$ cat src/rtl/dot_prod_host_seq.sv
// Host-side sequencer for the dot-product kernel: streams N operand pairs into
// arr_a/arr_b, kicks the kernel, and returns its 64-bit result under a watchdog.
module dot_prod_host_seq #(
  parameter int N       = 1000,
  parameter int AW      = 10,
  parameter int DW      = 27,
  parameter int TIMEOUT = 16383,
  parameter int TW      = 14
) (
  input  logic          clk,
  input  logic          rst,
  input  logic          load_valid,
  output logic          load_ready,
  input  logic [DW-1:0] load_a,
  input  logic [DW-1:0] load_b,
  input  logic          start,
  output logic          busy,
  output logic          controlArr,
  output logic          controlArrWEnable_a,
  output logic [AW-1:0] controlArrAddr_a,
  output logic [DW-1:0] controlArrWData_a,
  output logic          controlArrWEnable_b,
  output logic [AW-1:0] controlArrAddr_b,
  output logic [DW-1:0] controlArrWData_b,
  output logic          r_enable,
  output logic [63:0]   init_i,
  output logic [63:0]   init_acc,
  input  logic          w_enable,
  input  logic [63:0]   result,
  output logic          res_valid,
  input  logic          res_ready,
  output logic [63:0]   res_data,
  output logic          res_err
);

  typedef enum logic [1:0] {
    S_IDLE = 2'd0,
    S_KICK = 2'd1,
    S_RUN  = 2'd2,
    S_DONE = 2'd3
  } state_t;

  // The load pointer needs one extra bit so that it can hold N == 2**AW.
  localparam logic [AW:0]   N_C       = N[AW:0];
  localparam logic [TW-1:0] TIMEOUT_C = TIMEOUT[TW-1:0];

  state_t        state_q, state_d;
  logic [AW:0]   cnt_q, cnt_d;
  logic [TW-1:0] wdog_q, wdog_d;
  logic [63:0]   res_data_q, res_data_d;
  logic          res_err_q, res_err_d;

  logic          is_idle_s;
  logic          kernel_owns_s;
  logic          accept_s;
  logic [TW-1:0] wdog_inc_s;

  assign is_idle_s     = (state_q == S_IDLE);
  assign kernel_owns_s = (state_q == S_KICK) || (state_q == S_RUN);
  assign wdog_inc_s    = wdog_q + 1'b1;

  // Outputs decode straight from state so an async reset takes effect in the same cycle.
  assign load_ready = is_idle_s && (cnt_q < N_C);
  assign accept_s   = load_valid && load_ready;
  assign busy       = kernel_owns_s;
  assign controlArr = ~kernel_owns_s;
  assign r_enable   = (state_q == S_KICK);
  assign res_valid  = (state_q == S_DONE);
  assign res_data   = res_data_q;
  assign res_err    = res_err_q;
  assign init_i     = 64'd0;
  assign init_acc   = 64'd0;

  assign controlArrWEnable_a = accept_s;
  assign controlArrWEnable_b = accept_s;
  assign controlArrAddr_a    = cnt_q[AW-1:0];
  assign controlArrAddr_b    = cnt_q[AW-1:0];
  assign controlArrWData_a   = load_a;
  assign controlArrWData_b   = load_b;

  // Next-state, load pointer, watchdog and result capture.
  always_comb begin
    state_d    = state_q;
    cnt_d      = cnt_q;
    wdog_d     = wdog_q;
    res_data_d = res_data_q;
    res_err_d  = res_err_q;
    case (state_q)
      S_IDLE: begin
        if (accept_s) begin
          cnt_d = cnt_q + 1'b1;
        end else begin
          cnt_d = cnt_q;
        end
        if (start && (cnt_q == N_C)) begin
          state_d = S_KICK;
        end else begin
          state_d = S_IDLE;
        end
      end
      S_KICK: begin
        wdog_d  = {TW{1'b0}};
        state_d = S_RUN;
      end
      S_RUN: begin
        // The watchdog counts the current RUN cycle; a late w_enable still beats the abort.
        wdog_d = wdog_inc_s;
        if (w_enable) begin
          res_data_d = result;
          res_err_d  = 1'b0;
          state_d    = S_DONE;
        end else if (wdog_inc_s == TIMEOUT_C) begin
          res_data_d = 64'd0;
          res_err_d  = 1'b1;
          state_d    = S_DONE;
        end else begin
          state_d = S_RUN;
        end
      end
      S_DONE: begin
        if (res_ready) begin
          cnt_d   = {(AW+1){1'b0}};
          state_d = S_IDLE;
        end else begin
          state_d = S_DONE;
        end
      end
      default: begin
        state_d = S_IDLE;
      end
    endcase
  end

  // State and datapath registers.
  always_ff @(posedge clk or posedge rst) begin
    if (rst) begin
      state_q    <= S_IDLE;
      cnt_q      <= {(AW+1){1'b0}};
      wdog_q     <= {TW{1'b0}};
      res_data_q <= 64'd0;
      res_err_q  <= 1'b0;
    end else begin
      state_q    <= state_d;
      cnt_q      <= cnt_d;
      wdog_q     <= wdog_d;
      res_data_q <= res_data_d;
      res_err_q  <= res_err_d;
    end
  end

endmodule

$ cat config.mk
export PLATFORM = sky130hd
export DESIGN_NAME = dot_prod_host_seq
export DESIGN_NICKNAME = d
export VERILOG_FILES = /design/src/rtl/dot_prod_host_seq.sv
export SDC_FILE = /design/constraint.sdc
export NUM_CORES = 1
export LEC_CHECK = 0
export CAP_MARGIN = 20
export CORE_AREA = 2 2 155 157
export DETAILED_ROUTE_END_ITERATION = 10
export DIE_AREA = 0 0 157 159
export SYNTH_ARGS = -nofsm -noshare
export SYNTH_HDL_FRONTEND = slang
export SYNTH_SLANG_ARGS = --single-unit
$ cat constraint.sdc
create_clock -name clk -period 3.6 [get_ports clk]
set_clock_uncertainty 0.05 [all_clocks]
set_input_delay 0.54 -clock clk [delete_from_list [all_inputs] [get_ports clk]]
set_output_delay 0.54 -clock clk [all_outputs]
set_load 0.1 [all_outputs]
==> results of run 1 <==
registers in the layout, summed over array words and instances (netlist names):
register  flops
wdog_q       14
res_err       1
state_q       2
res_data     64
cnt_q        11
Yosys cell counts, drive strengths merged (6+ instances only):
cell / count
buf: 210
nand3: 7
nand2: 23
nor3: 68
ha: 8
and3: 7
xor2: 7
inv: 9
clkbuf: 17
nor2: 148
dfrtp: 92
o21ai: 14
a21oi: 6
critical path, cell delays in order, from the launching register on:
cell	delay, ns
dfrtp_1	0.48
or2_2	0.33
and3_1	0.22
or2_2	0.33
inv_1	0.08
buf_4	0.28
through the flow:
stage	area, µm²	hold slack [ns]
after floorplan	6470	0.448
after global placement	6870	0.412
after detailed placement	6870	0.423
after CTS	7160	0.439
after global routing	7160	0.459
final	7160	0.438
metal layers:
metal / wire length, µm / global-route usage
met2: 7050 / 0.189
met4: 442 / 0.0534
met5: 0 / 0
met1: 5720 / 0.133
met3: 1490 / 0.0501
report_power, final:
part | internal (µW) | total (µW) | switching (µW) | leakage (µW)
Combinational | 550 | 2970 | 2420 | 0.00181
Clock | 488 | 952 | 464 | 0.000139
Sequential | 1210 | 1370 | 161 | 0.00117
Total | 2250 | 5290 | 3040 | 0.00312
layout make-up:
cell class              instances  area (µm²)
multi-input cells             466        2470
repair buffers                167        1650
well taps                     319         399
clock inverters                 7        71.3
inverters                      10        40.0
flip-flops and latches         92        2300
clock buffers                   9         225
fillers                      2478       16000
path summary, 6_finish.rpt:
check	start	endpoint	slack, ns	cells after the start
min reg2reg	res_err$_DFFE_PP0P_	res_err$_DFFE_PP0P_	0.44	1
min	res_err$_DFFE_PP0P_	res_err$_DFFE_PP0P_	0.44	1
min in group asynchronous	rst	res_data[56]$_DFFE_PP0P_	0.59	2
max	cnt_q[4]$_DFFE_PP0P_	controlArrWEnable_a	0.95	5
max in group asynchronous	rst	cnt_q[6]$_DFFE_PP0P_	2.21	3
max reg2reg	wdog_q[1]$_DFFE_PP0N_	res_data[59]$_DFFE_PP0P_	1.03	7
cell families (layout without fill, tap and decap cells):
kind of cell,after synthesis,after routing,share of synthesized area
AND/OR/NAND/NOR,274,274,0.244
buffers and inverters,237,193,0.286
flip-flops,92,92,0.384
AO/OA/AOI/OAI,44,44,0.0495
adder cells (fa/ha/maj),8,8,0.0167
XOR/XNOR,7,7,0.0102
multiplexers,5,5,0.00878
other,1,128,0.000626
==> flow_metrics.env, run 1 <==
export IMPL_setup_viol=0
export IMPL_async_flop_share=1.00
export IMPL_post_cts_buffers=0
export IMPL_synth_top_cell_area_share=0.384
export IMPL_cp_max_fo=8
export IMPL_syn_inst=668
export IMPL_grt_pass1_wl_mm=22.8
export IMPL_ir_worst_vdd_uv=411
export IMPL_wl_mm=14.7
export IMPL_initial_core_util=0.258
export IMPL_cts_reportedPaths_clkPinSlew_ns=0.07
export IMPL_routabilityCongestion=0.794
export IMPL_hpwl_mm=10.5
export IMPL_clock_root_buffer="clkbuf_16"
export IMPL_port_buffer_count=161
export IMPL_htree_levels=3
export IMPL_period_share=0.736
export IMPL_vias=4288
export IMPL_drcViolationCount=0
export IMPL_worst_slack_ns=0.949
export IMPL_viasPerCell=4.01
export IMPL_cts_resized=0
export IMPL_place_inst=1054
export IMPL_slew_viol_final=0
export IMPL_yosysWarnings=0
export IMPL_setup_tns_ns=0
export IMPL_floorplan_die_area_um2=25000
export IMPL_rows=56
export IMPL_syn2layout_area_growth_pct=19.6
export IMPL_critical_path_class="reg2out"
export IMPL_drive_gt1_frac=0.124
export IMPL_avgSynthCellArea_um2=8.96
export IMPL_rsz0062_at_grt="false"
export IMPL_crit_required_ns=3.01
export IMPL_final_common_cell="clkdlybuf4s50_1"
export IMPL_coreArea_um2=23200
export IMPL_power_uw=5290
export IMPL_hp_class="reg2reg"
export IMPL_run_status="completed"
export IMPL_power_leakage_uw=0.00312
export IMPL_layout_nets=878
export IMPL_wire_per_inst_um=13.7
export IMPL_grt_max_degree=66
export IMPL_maxCapViolations=0
export IMPL_worst_skew_pair_late_latency_ns=0.34
export IMPL_max_clock_freq_ghz=0.377
export IMPL_synth_area_leaders="dfrtp_1 38%, buf_4 25%, nor2_1 9.3%, nor3_2 8.2%, ha_1 1.7%"
export IMPL_cts_buffers=9
export IMPL_synth_largest_area_cell="dfrtp_1"
export IMPL_fp_dieW_um=157
export IMPL_top_level_ports=398
export IMPL_drt_antenna_violating_nets=0
export IMPL_track_usage=0.117
export IMPL_mostFrequentLayoutCells="150 x clkdlybuf4s50_1, 148 x nor2_1, 128 x conb_1, 92 x dfrtp_1, 49 x nor3_2"
export IMPL_netlist_cell_type_count=47
export IMPL_period_needed_ns=2.65
export IMPL_cts_buffer_depth=2
export IMPL_pre_cts_slack_ns=0.934
export IMPL_post_route_util=0.309
export IMPL_die_height_um=159
export IMPL_cellPowerDensity_nw_per_um2=739
export IMPL_max_slew_margin=0.317
export IMPL_cts_hold_buf=0
export IMPL_critPathLaunchType="register"
export IMPL_cts_sinks=92
export IMPL_crit_path_end_kind="output port"
export IMPL_drtIter0Drc=211
export IMPL_antenna_found_initial=0
export IMPL_ys_seq_elements=92
export IMPL_ys_seq_area_frac=0.384
export IMPL_drt_pass1_iter_count=4
export IMPL_cp_arrival_ns=2.06
export IMPL_grt_pass1_vias=4109
export IMPL_tightest_slew_ns=1.02
export IMPL_ys_flop_type="dfrtp_1"
export IMPL_final_cells=1070
export IMPL_syn_area_um2=5990
export IMPL_overflow=0
export IMPL_hold_viol=0
export IMPL_synth_edf_count=0
export IMPL_antenna_cells=0
export IMPL_cts_tree="done"
Note: power is estimated with default switching activity, not from simulation.
==> run 2, diff against run 1 <==
- clock period: 3.6 -> 2.45 ns (I/O delays scaled with it)
==> flow_metrics.env, run 2 (synthesis gave the netlist of run 1 again) <==
export IMPL_critPathLaunchType="register"
export IMPL_hold_end="res_err$_DFFE_PP0P_"
export IMPL_cp_arrival_ns=1.96
export IMPL_wire_per_inst_um=13.3
export IMPL_final_common_cell="nor2_1"
export IMPL_tightest_slew_ns=0.640
export IMPL_drive_gt1_frac=0.246
export IMPL_cts_buffers=9
export IMPL_maxCapViolations=0
export IMPL_power_leakage_uw=0.00331
export IMPL_drt_antenna_violating_nets=0
export IMPL_wl_mm=14.3
export IMPL_clock_root_buffer="clkbuf_16"
export IMPL_slew_viol_final=0
export IMPL_drt_pass1_iter_count=4
export IMPL_run_status="completed"
export IMPL_cts_buffer_depth=2
export IMPL_ir_worst_vdd_uv=558
export IMPL_mostFrequentLayoutCells="148 x nor2_1, 128 x conb_1, 96 x buf_4, 90 x dfrtp_1, 69 x clkdlybuf4s50_1"
export IMPL_cts_reportedPaths_clkPinSlew_ns=0.07
export IMPL_antenna_found_initial=0
export IMPL_coreArea_um2=23200
export IMPL_worst_skew_pair_late_latency_ns=0.35
export IMPL_die_height_um=159
export IMPL_final_cells=1076
export IMPL_drtIter0Drc=126
export IMPL_htree_levels=3
export IMPL_max_clock_freq_ghz=0.421
export IMPL_overflow=0
export IMPL_rows=56
export IMPL_fp_dieW_um=157
export IMPL_timing_rr_start="wdog_q[1]$_DFFE_PP0N_"
export IMPL_floorplan_die_area_um2=25000
export IMPL_cts_sinks=92
export IMPL_crit_path_end_kind="output port"
export IMPL_critical_path_class="reg2out"
export IMPL_viasPerCell=3.97
export IMPL_hpwl_mm=9.96
export IMPL_port_buffer_count=161
export IMPL_layout_nets=885
export IMPL_grt_max_degree=93
export IMPL_hold_path_startpoint="res_err$_DFFE_PP0P_"
export IMPL_period_needed_ns=2.38
export IMPL_reg2reg_to="res_data[2]$_DFFE_PP0P_"
export IMPL_largest_register_ffs=64
export IMPL_grt_pass1_wl_mm=22.5
export IMPL_hp_class="reg2reg"
export IMPL_r2r_slack_ns=0.27
export IMPL_hold_path_depth=1
export IMPL_cellPowerDensity_nw_per_um2=1120
export IMPL_syn2layout_area_growth_pct=19.8
export IMPL_place_inst=1058
export IMPL_vias=4272
export IMPL_drcViolationCount=0
export IMPL_crit_required_ns=2.03
export IMPL_top_level_ports=398
export IMPL_post_route_util=0.309
export IMPL_track_usage=0.115
export IMPL_initial_core_util=0.258
export IMPL_routabilityCongestion=0.791
export IMPL_cp_max_fo=5
export IMPL_period_share=0.969
export IMPL_rsz0062_at_grt="false"
export IMPL_ff2ff_path_depth=7
export IMPL_grt_pass1_vias=4129
export IMPL_max_slew_margin=0.568
export IMPL_setup_viol=0
export IMPL_cts_tree="done"
export IMPL_antenna_cells=0
export IMPL_power_uw=8050
export IMPL_hold_viol=0
[run 2: cell count changes in the layout (fill, tap and decap cells not counted), moves of 4 or more]
cell	change
buf_4	+81
clkdlybuf4s50_1	-81
buf_12	+7
bufinv_16	+4
[run 2: worst max path at each step]
stage,endpoint,depth (start not counted),startpoint
detailed placement,res_data[59]$_DFFE_PP0P_,7,wdog_q[1]$_DFFE_PP0N_
global route,controlArrWEnable_a,5,cnt_q[3]$_DFFE_PP0P_
floorplan,load_ready,3,cnt_q[4]$_DFFE_PP0P_
CTS,controlArrWEnable_b,5,cnt_q[3]$_DFFE_PP0P_
global placement,res_data[59]$_DFFE_PP0P_,7,wdog_q[1]$_DFFE_PP0N_
finish,controlArrWEnable_a,5,cnt_q[3]$_DFFE_PP0P_
[run 2: layer usage]
layer	vias up	track usage	share of wire
met2	208	0.188	0.48
met1	2006	0.131	0.40
met4	0	0.0500	0.030
met3	44	0.0479	0.092
li1	2014	-	-
met5	-	0	0
[run 2: critical path: stages (launching register included)]
cell and delay [ns]:
dfrtp_2 0.43, or2_2 0.32, and3_1 0.22, or2_2 0.34, clkinvlp_4 0.12, buf_12 0.18
[run 2: area by class of cell]
| type | count | area (µm²) |
|---|---|---|
| Tap cell | 319 | 399 |
| Clock inverter | 6 | 136 |
| Inverter | 10 | 46.3 |
| Fill cell | 2452 | 16000 |
| Sequential cell | 92 | 2300 |
| Multi-Input combinational cell | 466 | 2470 |
| Timing Repair Buffer | 174 | 1590 |
| Clock buffer | 9 | 225 |
[run 2: metrics by stage]
stage	hold WS, ns	TNS (ns)	worst slack (ns)	instance area (µm²)
floorplan	0.448	-0.103	-0.103	6480
global placement	0.412	0	0.254	6790
detailed placement	0.424	0	0.276	6790
CTS	0.443	0	0.0180	7150
global route	0.465	0	0.00468	7180
finish	0.440	0	0.0748	7180
[run 2: report_power, final]
part	internal, µW	switching [µW]
Combinational	754	3570
Clock	1100	634
Sequential	1790	205
[run 2: what timing repair did]
| item | CTS | global route |
|---|---|---|
| hold buffers | 0 | 0 |
| hold endpoints to repair | 0 | 0 |
| buffers inserted | 0 | 3 |
| resized for setup | 1 | 2 |
| endpoints found under the setup margin | 2 | 2 |
==> RTL change 1, RTL diff (flow settings as in run 1) <==
Encoding of `state_t`: now one-hot (4 bits for 4 states).
--- a/src/rtl/dot_prod_host_seq.sv
+++ b/src/rtl/dot_prod_host_seq.sv
@@ -34,9 +34,9 @@
 );
 
-  typedef enum logic [1:0] {
-    S_IDLE = 2'd0,
-    S_KICK = 2'd1,
-    S_RUN  = 2'd2,
-    S_DONE = 2'd3
+  typedef enum logic [3:0] {
+    S_IDLE = 4'b0001,
+    S_KICK = 4'b0010,
+    S_RUN  = 4'b0100,
+    S_DONE = 4'b1000
   } state_t;
 
Check against the original RTL: no difference found for any inputs over 10 cycles, from zero or initial values and one cycle with rst high; not proved beyond that.
==> RTL change 1 against run 1 <==
Critical path depth is the same; wire length shrank 5.3%; setup slack lost 0.40 ns; via count shrank 2.2%; cell area grew 1.2%; synthesized cell count shrank 9.1%; first-iteration DRC count shrank 42%; sequential cell count grew 2; synthesized area shrank 0.44%; highest routed layer unchanged.
Power is not compared: it rests on default switching activity, and its combinational part moved more than twofold at a synthesized area within 25%.
==> RTL change 1: results (changes against run 1) <==
.. list-table::
   :header-rows: 1

   * - Metric
     - Value
   * - Routed vias/inst
     - 4.16 (+3.8%)
   * - Sequential cell area fraction in the yosys report
     - 39.5% (+1.0 points)
   * - # placed instances
     - 992 (-5.9%)
   * - Fraction of met1 tracks used by global routing
     - 12.8% (-0.50 points)
   * - Worst endpoint data arrival time
     - 2.46 ns (+0.40 ns)
   * - Final weighted congestion of routability-driven global placement
     - 0.734 (-7.6%)
   * - Detail Route met3 WL
     - 1.07 mm (-28%)
   * - Via count of the first global-routing pass
     - 4068 (-1.0%)
   * - Initial DRC Count
     - 122 (-42%)
   * - Most frequent cells after synthesis
     - 204 x sky130_fd_sc_hd__buf_4, 93 x sky130_fd_sc_hd__dfrtp_1, 66 x sky130_fd_sc_hd__a21o_1
   * - Post-detailed-routing wire length
     - 13.9 mm (-5.3%)
   * - Share of the synthesized area in compound gates (AO/OA/AOI/OAI)
     - 22.7% (+18 points)
   * - Final-layout worst hold slack
     - 0.427 ns (-0.0101 ns)
   * - Detailed route wirelength on metal2
     - 6.78 mm (-3.8%)
   * - Overall global routing resource usage
     - 11.1% (-0.53 points)
   * - Met1 layer wirelength in the final routing
     - 5.67 mm (-0.84%)
   * - Hold Startpoint
     - wdog_q[12]
   * - Main area contributors after synthesis
     - sky130_fd_sc_hd__dfrtp_1 39%, sky130_fd_sc_hd__buf_4 26%, sky130_fd_sc_hd__a22o_1 9.5%, sky130_fd_sc_hd__a21o_1 8.3%, sky130_fd_sc_hd__o21ai_0 1.9%
   * - Result of the run
     - finished clean
   * - Post-Synth XOR/XNOR Area
     - 1.18% (+0.15 points)
   * - Maximum fanout count along the critical path
     - 6 (-2)
   * - Register-to-register setup slack
     - 1.12 ns (+0.09 ns)
   * - Post-synthesis cell type count
     - 46 (-2.1%)
   * - Final non-filler cell total
     - 1008 (-5.8%)
   * - Fraction of final layout cells sized beyond drive strength 1
     - 6.82% (-5.6 points)
   * - Nets@finish
     - 812 (-7.5%)
   * - Hold endpoint
     - wdog_q[12]
   * - Actual slew at the worst max-slew pin
     - 1.06 ns (+0.0354 ns)
[RTL change 1: final cells by class]
| type | count | area (sq um) |
|---|---|---|
| Clock inverter | 6 | 68.8 |
| Timing Repair Buffer | 169 | 1700 |
| Sequential cell | 94 | 2350 |
| Multi-Input combinational cell | 398 | 2450 |
| Clock buffer | 10 | 229 |
| Tap cell | 319 | 399 |
| Fill cell | 2439 | 15900 |
| Inverter | 12 | 47.5 |
[RTL change 1: how the worst max path moves through the flow]
stage / startpoint / to / slack, ns / cells after the start
2_1_floorplan: state_q[2] / busy / -0.31 / 4
3_3_place_gp: state_q[0] / controlArrWEnable_b / 0.90 / 5
3_5_place_dp: state_q[0] / controlArrWEnable_b / 0.89 / 5
4_1_cts: state_q[0] / controlArrWEnable_b / 0.51 / 5
5_1_grt: state_q[0] / controlArrWEnable_b / 0.47 / 5
6_report: state_q[0] / controlArrWEnable_b / 0.55 / 5
[RTL change 1: stage by stage]
step | utilization (%) | cell area, sq um | power (mW) | setup WS (ns)
floorplan | - | 6460 | 2.11 | -0.310
global route | 31.2 | 7250 | 2.89 | 0.468
global placement | 30.0 | 6950 | 1.81 | 0.904
CTS | 31.2 | 7250 | 2.83 | 0.511
detailed placement | 30.0 | 6950 | 1.81 | 0.893
finish | 31.2 | 7250 | 2.78 | 0.551
[RTL change 1: power by group through the flow]
stage / registers [mW] / logic [mW] / clock network [mW]
global route: 1.06 / 0.755 / 1.08
CTS: 1.06 / 0.734 / 1.04
floorplan: 1.08 / 1.03 / 0
finish: 1.06 / 0.732 / 0.984
detailed placement: 1.08 / 0.733 / 0
global placement: 1.08 / 0.733 / 0
==> RTL change 2, RTL diff (config.mk and constraints of run 1) <==
Made on the original files. Set the parameter `AW` to 9 (it was 10).
--- a/src/rtl/dot_prod_host_seq.sv
+++ b/src/rtl/dot_prod_host_seq.sv
@@ -3,5 +3,5 @@
 module dot_prod_host_seq #(
   parameter int N       = 1000,
-  parameter int AW      = 10,
+  parameter int AW      = 9,
   parameter int DW      = 27,
   parameter int TIMEOUT = 16383,
Ports: changed (resized controlArrAddr_a and controlArrAddr_b); port bits go from 398 to 396. The function was not compared with the original's and may differ.
==> RTL change 2 against run 1 <==
Sequential cell count is 1 lower; critical path depth is 1 lower; synthesized area is 4.0% lower; wire length is 2.6% lower; synthesized cell count is 0.45% higher; die area stayed put; setup slack worse by 0.15 ns; cell area is 3.9% lower; largest cell class is now registers.
Power is left out: the tool's default activity adds up to more than one toggle a clock period on the data nets, which glitch-free logic cannot reach.
==> RTL change 2: results (changes against run 1) <==
.. list-table::
   :header-rows: 1

   * - Metric
     - Value
   * - Sequential cell area fraction in the yosys report
     - 39.6% (+1.2 points)
   * - Detailed route wirelength on metal2
     - 6.64 mm (-5.9%)
   * - Fraction of final layout cells sized beyond drive strength 1
     - 4.95% (-7.4 points)
   * - Result of the run
     - finished clean
   * - Met1 layer wirelength in the final routing
     - 5.93 mm (+3.7%)
   * - Total cell area at the placement stage
     - 6600 sq um (-3.8%)
   * - Number of antenna violations at the first check in global routing
     - 1 (+1)
   * - Count of vias placed by the detailed router
     - 4251 (-0.86%)
   * - Worst endpoint data arrival time
     - 2.21 ns (+0.15 ns)
   * - Final weighted congestion of routability-driven global placement
     - 0.772 (-2.8%)
   * - Slowest stage cell on the critical path
     - sky130_fd_sc_hd__ha_1
   * - Highest layer used for signal routing
     - met5
   * - Initial DRC Count
     - 221 (+4.7%)
   * - # placed instances
     - 1051 (-0.28%)
   * - Via count of the first global-routing pass
     - 4131 (+0.54%)
   * - Detail Route met3 WL
     - 1.35 mm (-9.9%)
   * - Most frequent cells after synthesis
     - 204 x sky130_fd_sc_hd__buf_4, 144 x sky130_fd_sc_hd__nand2_1, 91 x sky130_fd_sc_hd__dfrtp_1
   * - Count of port buffers added during placement
     - 159 (-1.2%)
   * - Worst reg2reg path endpoint
     - res_data[18]
   * - Relative slew slack
     - 30.7% (-1.1 points)
   * - Hold Startpoint
     - res_err
   * - Nets@finish
     - 875 (-0.34%)
   * - Global-route wire length before repair
     - 22.3 mm (-2.4%)
   * - Routed vias/inst
     - 3.98 (-0.58%)
   * - Main area contributors after synthesis
     - sky130_fd_sc_hd__dfrtp_1 40%, sky130_fd_sc_hd__buf_4 27%, sky130_fd_sc_hd__nand2_1 9.4%, sky130_fd_sc_hd__o21ai_0 5.9%, sky130_fd_sc_hd__ha_1 1.7%
   * - Largest net degree at the start of global routing
     - 67 (+1.5%)
   * - Overall global routing resource usage
     - 11.2% (-0.50 points)
   * - First drt pass iteration count
     - 4 (unchanged)
   * - Maximum fanout count along the critical path
     - 15 (+7)
   * - Detail-routed net length per standard cell
     - 13.4 um (-2.3%)
   * - Number of cells produced by synthesis
     - 671 (+0.45%)
   * - Estimated wirelength of the detail-placed design
     - 10.0 mm (-4.7%)
   * - Register-to-register setup slack
     - 0.86 ns (-0.17 ns)
## RTL change 2: critical path, delay by kind of cell (launching register included)
kind                     cells  cell delay (ns)
buffers and inverters        3             0.85
adder cells (fa/ha/maj)      1             0.60
flip-flops                   1             0.41
## RTL change 2: cell type report
class,instances,area (sq um)
well taps,319,399
multi-input cells,467,2260
inverters,10,40.0
fillers,2468,16300
clock buffers,9,225
repair buffers,164,1620
clock inverters,7,56.3
flip-flops and latches,91,2280
## RTL change 2: worst max path at each step
| stage | startpoint | end | slack, ns | cells after the start |
|---|---|---|---|---|
| CTS | state_q[1] | controlArr | 0.76 | 4 |
| global route | wdog_q[1] | res_data[18] | 0.58 | 7 |
| finish | state_q[1] | controlArr | 0.80 | 4 |
| floorplan | state_q[1] | wdog_q[6] | 0.51 | 6 |
| detailed placement | wdog_q[1] | res_data[18] | 0.83 | 7 |
| global placement | w_enable | res_data[58] | 0.88 | 5 |
## RTL change 2: cells by family after synthesis
logic type	share of synthesized area [%]
AO/OA/AOI/OAI	13.6
XOR/XNOR	0.305
adder cells (fa/ha/maj)	1.74
buffers and inverters	29.3
flip-flops	39.6
multiplexers	0.914
other	0.0653
AND/OR/NAND/NOR	14.4
## RTL change 2: per-stage QoR
stage	worst slack [ns]	utilization, %	hold slack [ns]
2_1_floorplan	0.508	-	0.443
3_3_place_gp	0.884	28.5	0.424
3_5_place_dp	0.832	28.5	0.433
4_1_cts	0.759	29.7	0.452
5_1_grt	0.580	29.7	0.470
6_report	0.798	29.7	0.446
## RTL change 2: routing by layer
metal	GRT usage (%)	up-vias
met5	0	-
met4	4.50	2
met3	4.49	45
met2	18.1	202
met1	13.1	1962
li1	-	2040
